### src/rtl/bcd_pkg.sv
// Shared BCD constants, FSM state and mode encodings for the digit-serial adder/subtractor.
package bcd_pkg;

  localparam int         BCD_W   = 4;
  localparam logic [3:0] BCD_MAX = 4'd9;

  localparam logic MODE_ADD = 1'b0;
  localparam logic MODE_SUB = 1'b1;

  typedef enum logic [1:0] {
    ST_IDLE = 2'd0,
    ST_RUN  = 2'd1,
    ST_DONE = 2'd2
  } state_e;

  function automatic logic bcd_digit_bad(input logic [3:0] d);
    return (d > BCD_MAX);
  endfunction

endpackage

### src/rtl/bcd_digit_add.sv
// Single-digit corrected BCD adder: a_d + b_d + cin with +6 correction above nine.
module bcd_digit_add
  import bcd_pkg::*;
(
  input  logic [3:0] a_d,
  input  logic [3:0] b_d,
  input  logic       cin,
  output logic [3:0] digit,
  output logic       cout
);

  logic [4:0] t_s;

  // Raw binary digit sum followed by the decimal correction.
  always_comb begin
    t_s = {1'b0, a_d} + {1'b0, b_d} + {4'b0000, cin};
    if (t_s > {1'b0, BCD_MAX}) begin
      digit = t_s[3:0] + 4'd6;
      cout  = 1'b1;
    end else begin
      digit = t_s[3:0];
      cout  = 1'b0;
    end
  end

endmodule

### src/rtl/bcd_addsub_seq.sv
// Digit-serial packed-BCD adder/subtractor, one digit per clock, LSD first,
// with start/busy/done handshake. Subtraction uses nine's complement of b.
module bcd_addsub_seq
  import bcd_pkg::*;
#(
  parameter int DIGITS = 4
) (
  input  logic                  clk,
  input  logic                  rst_n,
  input  logic                  start,
  input  logic                  mode,
  input  logic [4*DIGITS-1:0]   a,
  input  logic [4*DIGITS-1:0]   b,
  input  logic                  cin,
  output logic                  busy,
  output logic                  done,
  output logic [4*DIGITS-1:0]   sum,
  output logic                  cout,
  output logic                  invalid
);

  localparam int W     = 4 * DIGITS;
  localparam int CNT_W = (DIGITS > 1) ? $clog2(DIGITS) : 1;
  localparam logic [CNT_W-1:0] LAST_CNT = CNT_W'(DIGITS - 1);

  state_e           state_q, state_d;
  logic [W-1:0]     a_sr_q, a_sr_d;
  logic [W-1:0]     b_sr_q, b_sr_d;
  logic [W-1:0]     res_q, res_d;
  logic             carry_q, carry_d;
  logic             mode_q, mode_d;
  logic             inv_q, inv_d;
  logic [CNT_W-1:0] cnt_q, cnt_d;
  logic             busy_q, busy_d;
  logic             done_q, done_d;
  logic [W-1:0]     sum_q, sum_d;
  logic             cout_q, cout_d;
  logic             invalid_q, invalid_d;

  logic [W-1:0]     cap_b_s;
  logic             cap_inv_s;
  logic [3:0]       dig_s;
  logic             dig_cout_s;
  logic [W-1:0]     dig_ext_s;
  logic [W-1:0]     res_shift_s;

  bcd_digit_add u_digit (
    .a_d   (a_sr_q[3:0]),
    .b_d   (b_sr_q[3:0]),
    .cin   (carry_q),
    .digit (dig_s),
    .cout  (dig_cout_s)
  );

  // Capture-time view of b (nine's complemented for subtract) and the raw-digit validity flag.
  always_comb begin
    cap_b_s   = '0;
    cap_inv_s = 1'b0;
    for (int i = 0; i < DIGITS; i++) begin
      if (mode == MODE_SUB) begin
        cap_b_s[4*i +: 4] = BCD_MAX - b[4*i +: 4];
      end else begin
        cap_b_s[4*i +: 4] = b[4*i +: 4];
      end
      cap_inv_s = cap_inv_s | bcd_digit_bad(a[4*i +: 4]) | bcd_digit_bad(b[4*i +: 4]);
    end
  end

  // New result digit enters at the top so digit 0 ends up in bits [3:0].
  always_comb begin
    dig_ext_s      = '0;
    dig_ext_s[3:0] = dig_s;
    res_shift_s    = (res_q >> BCD_W) | (dig_ext_s << (W - BCD_W));
  end

  // Next-state and datapath control for IDLE / RUN / DONE.
  always_comb begin
    state_d   = state_q;
    a_sr_d    = a_sr_q;
    b_sr_d    = b_sr_q;
    res_d     = res_q;
    carry_d   = carry_q;
    mode_d    = mode_q;
    inv_d     = inv_q;
    cnt_d     = cnt_q;
    busy_d    = busy_q;
    done_d    = 1'b0;
    sum_d     = sum_q;
    cout_d    = cout_q;
    invalid_d = invalid_q;

    case (state_q)
      ST_IDLE, ST_DONE: begin
        if (start) begin
          state_d = ST_RUN;
          a_sr_d  = a;
          b_sr_d  = cap_b_s;
          res_d   = '0;
          carry_d = (mode == MODE_SUB) ? ~cin : cin;
          mode_d  = mode;
          inv_d   = cap_inv_s;
          cnt_d   = '0;
          busy_d  = 1'b1;
        end else begin
          state_d = ST_IDLE;
          busy_d  = 1'b0;
        end
      end
      ST_RUN: begin
        a_sr_d  = a_sr_q >> BCD_W;
        b_sr_d  = b_sr_q >> BCD_W;
        res_d   = res_shift_s;
        carry_d = dig_cout_s;
        cnt_d   = cnt_q + CNT_W'(1);
        if (cnt_q == LAST_CNT) begin
          state_d   = ST_DONE;
          busy_d    = 1'b0;
          done_d    = 1'b1;
          sum_d     = inv_q ? '0 : res_shift_s;
          // In subtract mode the adder carry is the inverse of the borrow.
          cout_d    = inv_q ? 1'b0 : ((mode_q == MODE_SUB) ? ~dig_cout_s : dig_cout_s);
          invalid_d = inv_q;
        end else begin
          state_d = ST_RUN;
          busy_d  = 1'b1;
        end
      end
      default: begin
        state_d = ST_IDLE;
        busy_d  = 1'b0;
      end
    endcase
  end

  // State, datapath and registered outputs.
  always_ff @(posedge clk or negedge rst_n) begin
    if (!rst_n) begin
      state_q   <= ST_IDLE;
      a_sr_q    <= '0;
      b_sr_q    <= '0;
      res_q     <= '0;
      carry_q   <= 1'b0;
      mode_q    <= MODE_ADD;
      inv_q     <= 1'b0;
      cnt_q     <= '0;
      busy_q    <= 1'b0;
      done_q    <= 1'b0;
      sum_q     <= '0;
      cout_q    <= 1'b0;
      invalid_q <= 1'b0;
    end else begin
      state_q   <= state_d;
      a_sr_q    <= a_sr_d;
      b_sr_q    <= b_sr_d;
      res_q     <= res_d;
      carry_q   <= carry_d;
      mode_q    <= mode_d;
      inv_q     <= inv_d;
      cnt_q     <= cnt_d;
      busy_q    <= busy_d;
      done_q    <= done_d;
      sum_q     <= sum_d;
      cout_q    <= cout_d;
      invalid_q <= invalid_d;
    end
  end

  assign busy    = busy_q;
  assign done    = done_q;
  assign sum     = sum_q;
  assign cout    = cout_q;
  assign invalid = invalid_q;

endmodule
### config.mk
export PLATFORM = sky130hd
export DESIGN_NAME = bcd_addsub_seq
export DESIGN_NICKNAME = d
export VERILOG_FILES = /design/src/rtl/bcd_pkg.sv /design/src/rtl/bcd_digit_add.sv /design/src/rtl/bcd_addsub_seq.sv
export SDC_FILE = /design/constraint.sdc
export NUM_CORES = 1
export LEC_CHECK = 0
export ABC_CLOCK_PERIOD_IN_PS = 3650
export CORE_ASPECT_RATIO = 1.75
export CORE_UTILIZATION = 50
export CTS_CLUSTER_SIZE = 30
export DETAILED_ROUTE_END_ITERATION = 12
export PLACE_DENSITY = 0.75
export SYNTH_ARGS = -nofsm -noshare
export SYNTH_HDL_FRONTEND = slang
export SYNTH_SLANG_ARGS = --single-unit
### constraint.sdc
create_clock -name clk -period 3.65 [get_ports clk]
set_clock_uncertainty 0.05 [all_clocks]
set_input_delay 0.365 -clock clk [delete_from_list [all_inputs] [get_ports clk]]
set_output_delay 0.365 -clock clk [all_outputs]
set_load 0.005 [all_outputs]
==> flow_metrics.py, run 1 <==
metrics = {
    "sta": {
        "slew_violations": 0,
        "min_period_ns": 3.03,
        "tightest_slew_ns": 0.818,
        "relSlewSlack_pct": 45.4,
        "fmax_ghz": 0.330,
        "setup_viol": 0,
        "rsz0062_at_grt": "false",
        "setup_tns_ns": 0,
        "finalHoldViolations": 0,
        "fin_crit_sh_pct": 83.0,
    },
    "final_layout": {
        "final_layout_size_suffix_gt1_share_pct": 7.65,
        "final_common_cell": "dfrtp_1",
        "multiInputGateArea_um2": 1400,
        "fin_nets": 422,
        "seq_area_um2": 1730,
        "fillers": 517,
        "syn2layout_area_growth_pct": 26.3,
        "n_antenna_cell": 0,
        "layout_common_cells": "69 x dfrtp_1, 61 x nand2_1, 55 x clkdlybuf4s50_1",
    },
    "global_routing": {
        "grt_remaining_overflow": 0,
        "antenna_found_initial": 0,
        "grt_pass1_wl_um": 12000,
        "grt_usage_pct": 23.6,
        "grt_pass1_vias": 2542,
        "grt_max_degree": 47,
    },
    "detailed_routing": {
        "antenna_left": 0,
        "drc": 0,
        "drt_pass1_iterations": 4,
        "wl_um": 7020,
        "via_count": 2507,
        "first_iter_violations": 122,
        "drt-vias-per-instance": 5.46,
        "wl_per_cell_um": 15.3,
    },
    "setup_path": {
        "critical_path_class": "flip-flop to flip-flop",
        "worstSetupEndpointType": "flip-flop",
        "critPathLaunchType": "flip-flop",
        "required_ns": 3.84,
        "cp_max_fo": 5,
        "crit_arrival_ns": 3.22,
    },
    "status": {
        "outcome": "completed",
    },
    "yosys": {
        "ys.flop_type": "dfrtp_1",
        "syn-num-nets": 366,
        "synthTopCellsByArea": "dfrtp_1 53%, nand2_1 7.1%, o21ai_0 6.3%, a22oi_1 5.1%, a22o_1 3.8%",
        "syn_inst": 318,
        "yosysSeqAreaShare_pct": 53.4,
        "netlist.area_leader.share_pct": 53.4,
        "syn_avg_cell_area_um2": 10.2,
        "synthDistinctLibCells": 39,
        "yosysWarnings": 0,
        "yosys.area.top_type": "dfrtp_1",
        "async_flop_share_pct": 100,
        "netlist_area_um2": 3230,
        "synth-seq-cells": 69,
        "synth-edff-count": 0,
    },
    "power": {
        "power.leakage_nw": 1.88,
        "powerDensity_nw_per_um2": 901,
        "ir_worst_vdd_v": 0.000395,
        "fin_total_pwr_w": 0.00368,
    },
    "floorplanning": {
        "dieArea_um2": 6810,
        "rows": 38,
        "io_pins": 57,
        "die_h_um": 108,
        "start_util_pct": 51.9,
        "die_w_um": 62.8,
        "coreArea_um2": 6230,
    },
    "place": {
        "port_buffers": 56,
        "finalWeightedCongestion": 0.847,
        "dpl.hpwl_um": 5010,
    },
    "clocking": {
        "numCtsBuffers": 9,
        "cts_root_buf": "clkbuf_8",
        "cts_tree": "done",
        "cts_sinks": 69,
        "cts_setup_buffers": 0,
        "htreeDepth": 3,
        "cts_resized": 0,
        "clk_pin_slew_ns": 0.07,
        "clkLatencyLatePin_ns": 0.36,
        "cts_buffer_depth": 2,
    },
    "flow_run": {
        "max_cap_violations": 0,
    },
    "min_path": {
        "hp-class": "flip-flop to flip-flop",
    },
}
==> synth_stat cells (2+ instances only) <==
master,n
a21oi_1,4
a221o_1,3
a22o_1,14
a22oi_1,22
a31oi_1,2
and3_4,2
clkbuf_1,16
dfrtp_1,69
fa_1,2
ha_1,9
inv_1,11
mux2i_1,5
nand2_1,61
nand2b_1,15
nand3_1,2
nand4_1,2
nor2_1,7
nor2b_1,2
o21ai_0,41
or3_1,2
xnor2_1,5
xor2_1,5
==> layer usage <==
metal	vias to the layer above	routed length, um	GRT usage [%]
met5	-	0	0
met4	0	234	13.3
met3	17	253	5.38
met2	63	3730	41.4
met1	1203	2800	26.1
li1	1224	-	-
==> kinds of logic (layout without fill, tap and decap cells) <==
| logic type | count (synthesis) | after routing | synth area share [%] |
|---|---|---|---|
| AND/OR/NAND/NOR | 99 | 99 | 14.4 |
| AO/OA/AOI/OAI | 93 | 93 | 19.1 |
| flip-flops | 69 | 69 | 53.4 |
| buffers and inverters | 29 | 90 | 3.48 |
| adder cells (fa/ha/maj) | 11 | 11 | 4.72 |
| XOR/XNOR | 10 | 10 | 2.71 |
| multiplexers | 7 | 7 | 2.24 |
==> registers in the layout, indices dropped and copies added (netlist names) <==
name and flops:
sum 16, invalid 1, cnt_q 2, b_sr_q 16, mode_q 1, done 1, inv_q 1, state_q 1
cout 1, carry_q 1, a_sr_q 16, res_q 12
==> path summary, 6_finish.rpt <==
| check | start | cells after the start | slack, ns | endpoint |
|---|---|---|---|---|
| worst max-delay path | a_sr_q[0] | 10 | 0.62 | res_q[14] |
| worst min-delay path | a_sr_q[8] | 2 | 0.43 | a_sr_q[8] |
| worst max register to register | a_sr_q[0] | 10 | 0.62 | res_q[14] |
| worst min register to register | a_sr_q[8] | 2 | 0.43 | a_sr_q[8] |
| max in group asynchronous | rst_n | 3 | 2.06 | sum[6] |
| min in group asynchronous | rst_n | 2 | 0.49 | b_sr_q[4] |
==> critical path, stage by stage (launching register included) <==
cell     delay, ns
dfrtp_1       0.40
fa_1          0.47
fa_1          0.42
xor2_1        0.23
inv_1         0.11
ha_1          0.24
and2b_2       0.20
a31oi_1       0.16
and3_4        0.22
nor2_1        0.08
mux2_1        0.32
==> per-stage QoR <==
| stage | cells | hold WS (ns) | utilization (%) | area (um^2) | setup slack (ns) |
|---|---|---|---|---|---|
| detailed placement | 442 | 0.352 | 62.1 | 3870 | 0.635 |
| global route | 459 | 0.453 | 65.6 | 4090 | 0.479 |
| floorplan | 318 | 0.0194 | - | 3230 | 0.876 |
| finish | 459 | 0.426 | 65.6 | 4090 | 0.619 |
| CTS | 459 | 0.431 | 65.6 | 4090 | 0.627 |
| global placement | 442 | 0.349 | 62.1 | 3870 | 0.760 |
==> cell type report <==
type | instances | share of cell area [%]
clock inverters | 5 | 1.84
multi-input cells | 220 | 34.3
well taps | 80 | 2.45
repair buffers | 63 | 14.9
clock buffers | 11 | 3.22
flip-flops and latches | 69 | 42.3
inverters | 11 | 1.01
==> where the power goes <==
part / internal [W] / switching (W) / total (W)
Sequential: 0.00109 / 0.000236 / 0.00133
Clock: 0.000381 / 0.000278 / 0.000660
Combinational: 0.000820 / 0.000869 / 0.00169
Total: 0.00230 / 0.00138 / 0.00368
==> timing repair <==
item | 4_1_cts | 5_1_grt
endpoints found under the setup margin | 0 | 0
hold endpoints to repair | 23 | 0
hold buffers | 1 | 0
Power figures use the tool's default switching activity.
==> inputs of run 2 (changes only) <==
--- a/config.mk
+++ b/config.mk
@@ -5,12 +5,12 @@
 export SDC_FILE = /design/constraint.sdc
 export NUM_CORES = 1
 export LEC_CHECK = 0
-export ABC_CLOCK_PERIOD_IN_PS = 3650
+export ABC_CLOCK_PERIOD_IN_PS = 2500
 export CORE_ASPECT_RATIO = 1.75
-export CORE_UTILIZATION = 50
+export CORE_UTILIZATION = 47
 export CTS_CLUSTER_SIZE = 30
 export DETAILED_ROUTE_END_ITERATION = 12
-export PLACE_DENSITY = 0.75
+export PLACE_DENSITY = 0.74
 export SYNTH_ARGS = -nofsm -noshare
 export SYNTH_HDL_FRONTEND = slang
 export SYNTH_SLANG_ARGS = --single-unit
==> constraint.sdc (replaced) <==
create_clock -name clk -period 2.5 [get_ports clk]
set_clock_uncertainty 0.05 [all_clocks]
set_input_delay 0.25 -clock clk [delete_from_list [all_inputs] [get_ports clk]]
set_output_delay 0.25 -clock clk [all_outputs]
set_load 0.005 [all_outputs]
==> flow_metrics.py, run 2 (synthesis gave the netlist of run 1 again) <==
metrics = {
    "power": {
        "fin_total_pwr_w": 0.00627,
        "power.leakage_nw": 1.97,
        "ir_worst_vdd_v": 0.000630,
        "powerDensity_nw_per_um2": 1460,
    },
    "detailed_routing": {
        "drt-vias-per-instance": 5.49,
        "wl_per_cell_um": 15.9,
        "first_iter_violations": 168,
        "drt_pass1_iterations": 4,
        "wl_um": 7470,
        "antenna_left": 0,
        "via_count": 2587,
        "drc": 0,
    },
    "global_routing": {
        "grt_max_degree": 70,
        "antenna_found_initial": 0,
        "grt_pass1_vias": 2727,
        "grt_pass1_wl_um": 12800,
        "grt_remaining_overflow": 0,
        "grt_usage_pct": 23.5,
    },
    "setup_path": {
        "slowest_delay_ns": 0.43,
        "required_ns": 2.66,
        "crit_top_cell": "fa_2",
        "reg2reg_from": "a_sr_q[0]",
        "cp_num_buf_inv": 1,
        "crit_arrival_ns": 2.92,
        "reg2reg_depth": 10,
        "critical_path_class": "flip-flop to flip-flop",
        "cp_max_fo": 5,
        "rrSetupSlack_ns": -0.26,
        "critPathSlowestCell": "fa_2",
        "worstSetupEndpointType": "flip-flop",
        "critPathLaunchType": "flip-flop",
        "rr_endpoint": "sum[13]",
        "cp_top_family": "adder cells",
        "worstPathCellList": "fa_2 > fa_2 > xor2_2 > inv_2 > ha_4 > and2b_2 > a31oi_1 > and3_4 > or3_4 > a32o_2",
    },
    "floorplanning": {
        "dieArea_um2": 7230,
        "die_w_um": 64.7,
        "coreArea_um2": 6590,
        "io_pins": 57,
        "die_h_um": 112,
        "start_util_pct": 49.1,
        "rows": 39,
    },
    "place": {
        "dpl.hpwl_um": 5190,
        "port_buffers": 56,
        "dpl.cell_count": 452,
        "dpl_worst_slack_ns": -0.264,
        "finalWeightedCongestion": 0.795,
    },
    "final_layout": {
        "final_common_cell": "dfrtp_1",
        "layout_common_cells": "69 x dfrtp_1, 61 x nand2_1, 55 x clkdlybuf4s50_1",
        "final_layout_size_suffix_gt1_share_pct": 12.9,
        "fin_cells": 471,
        "seq_area_um2": 1730,
        "syn2layout_area_growth_pct": 33.2,
        "fin_nets": 433,
        "fillers": 558,
        "n_antenna_cell": 0,
        "multiInputGateArea_um2": 1450,
        "utilization_pct": 65.4,
    },
    "sta": {
        "setup_slack_ns": -0.263,
        "finalHoldViolations": 0,
        "fmax_ghz": 0.362,
        "fin_crit_sh_pct": 111,
        "setup_viol": 6,
        "min_period_ns": 2.76,
        "rsz0062_at_grt": "true",
        "relSlewSlack_pct": 21.0,
        "tightest_slew_ns": 1.18,
        "slew_violations": 0,
    },
    "flow_run": {
        "max_cap_violations": 0,
    },
    "clocking": {
        "clk_pin_slew_ns": 0.05,
        "clkLatencyLatePin_ns": 0.32,
        "htreeDepth": 3,
        "cts_root_buf": "clkbuf_16",
        "cts_sinks": 69,
        "numCtsBuffers": 9,
        "cts_tree": "done",
        "cts_buffer_depth": 2,
    },
    "status": {
        "violations": "negative setup slack",
        "outcome": "complete, but fails checks",
    },
    "min_path": {
        "hp-class": "input pin to async pin",
    },
}
==> run 2: changes by cell type in the layout (fill, tap and decap cells not counted), moves of 3 or more <==
cell / change
clkbuf_16: +9
o21ai_1: +3
o21ai_0: -3
buf_4: +10
clkbuf_8: -6
==> run 2: how the worst max path moves through the flow <==
stage,startpoint,cells past startpoint,end
2_1_floorplan,a_sr_q[0],10,res_q[14]
3_3_place_gp,a_sr_q[0],10,res_q[14]
3_5_place_dp,a_sr_q[0],10,sum[13]
4_1_cts,carry_q,10,sum[13]
5_1_grt,a_sr_q[0],10,sum[13]
6_report,a_sr_q[0],10,sum[13]
==> run 2: layout make-up <==
type | instances | share of cell area, %
clock buffer | 14 | 6.36
clock inverter | 1 | 0.116
inverter | 11 | 0.958
multi-input combinational | 220 | 33.7
sequential | 69 | 40.1
tap | 82 | 2.38
timing repair buffer | 74 | 16.4
==> run 2: power by group <==
group / switching, W / internal, W / leakage [nW]
registers: 0.000354 / 0.00160 / 0.887
clock network: 0.000424 / 0.000745 / 0.139
logic: 0.00153 / 0.00162 / 0.944
total: 0.00231 / 0.00397 / 1.97
==> run 2: metal layers <==
| metal | share of wire, % | vias to the layer above | track usage (%) |
|---|---|---|---|
| li1 | - | 1248 | - |
| met1 | 38 | 1251 | 26.1 |
| met2 | 55 | 69 | 40.6 |
| met3 | 2.9 | 19 | 5.02 |
| met4 | 3.2 | 0 | 13.3 |
| met5 | 0 | - | 0 |
==> run 2: repair_timing <==
item / in CTS / in global routing
cloned: 0 / 0
pin swaps: 2 / 6
resized for setup: 7 / 7
setup endpoints to repair: 7 / 8
hold buffers: 1 / 0
setup buffers: 3 / 1
endpoints found under the hold margin: 69 / 0
==> run 2: stage by stage <==
stage               hold slack [ns]  setup TNS (ns)  cell area [um^2]
CTS                           0.428           -1.18              4290
detailed placement            0.249           -1.36              3950
global route                  0.447           -2.10              4310
finish                        0.407           -1.40              4310
global placement              0.250          -0.731              3950
floorplan                   -0.0956          -0.498              3240
==> run 2: worst register-to-register path, cell delays in order, from the launching register on <==
cell	delay, ns
dfrtp_1	0.40
fa_2	0.43
fa_2	0.43
xor2_2	0.17
inv_2	0.08
ha_4	0.12
and2b_2	0.14
a31oi_1	0.04
and3_4	0.20
or3_4	0.34
a32o_2	0.27
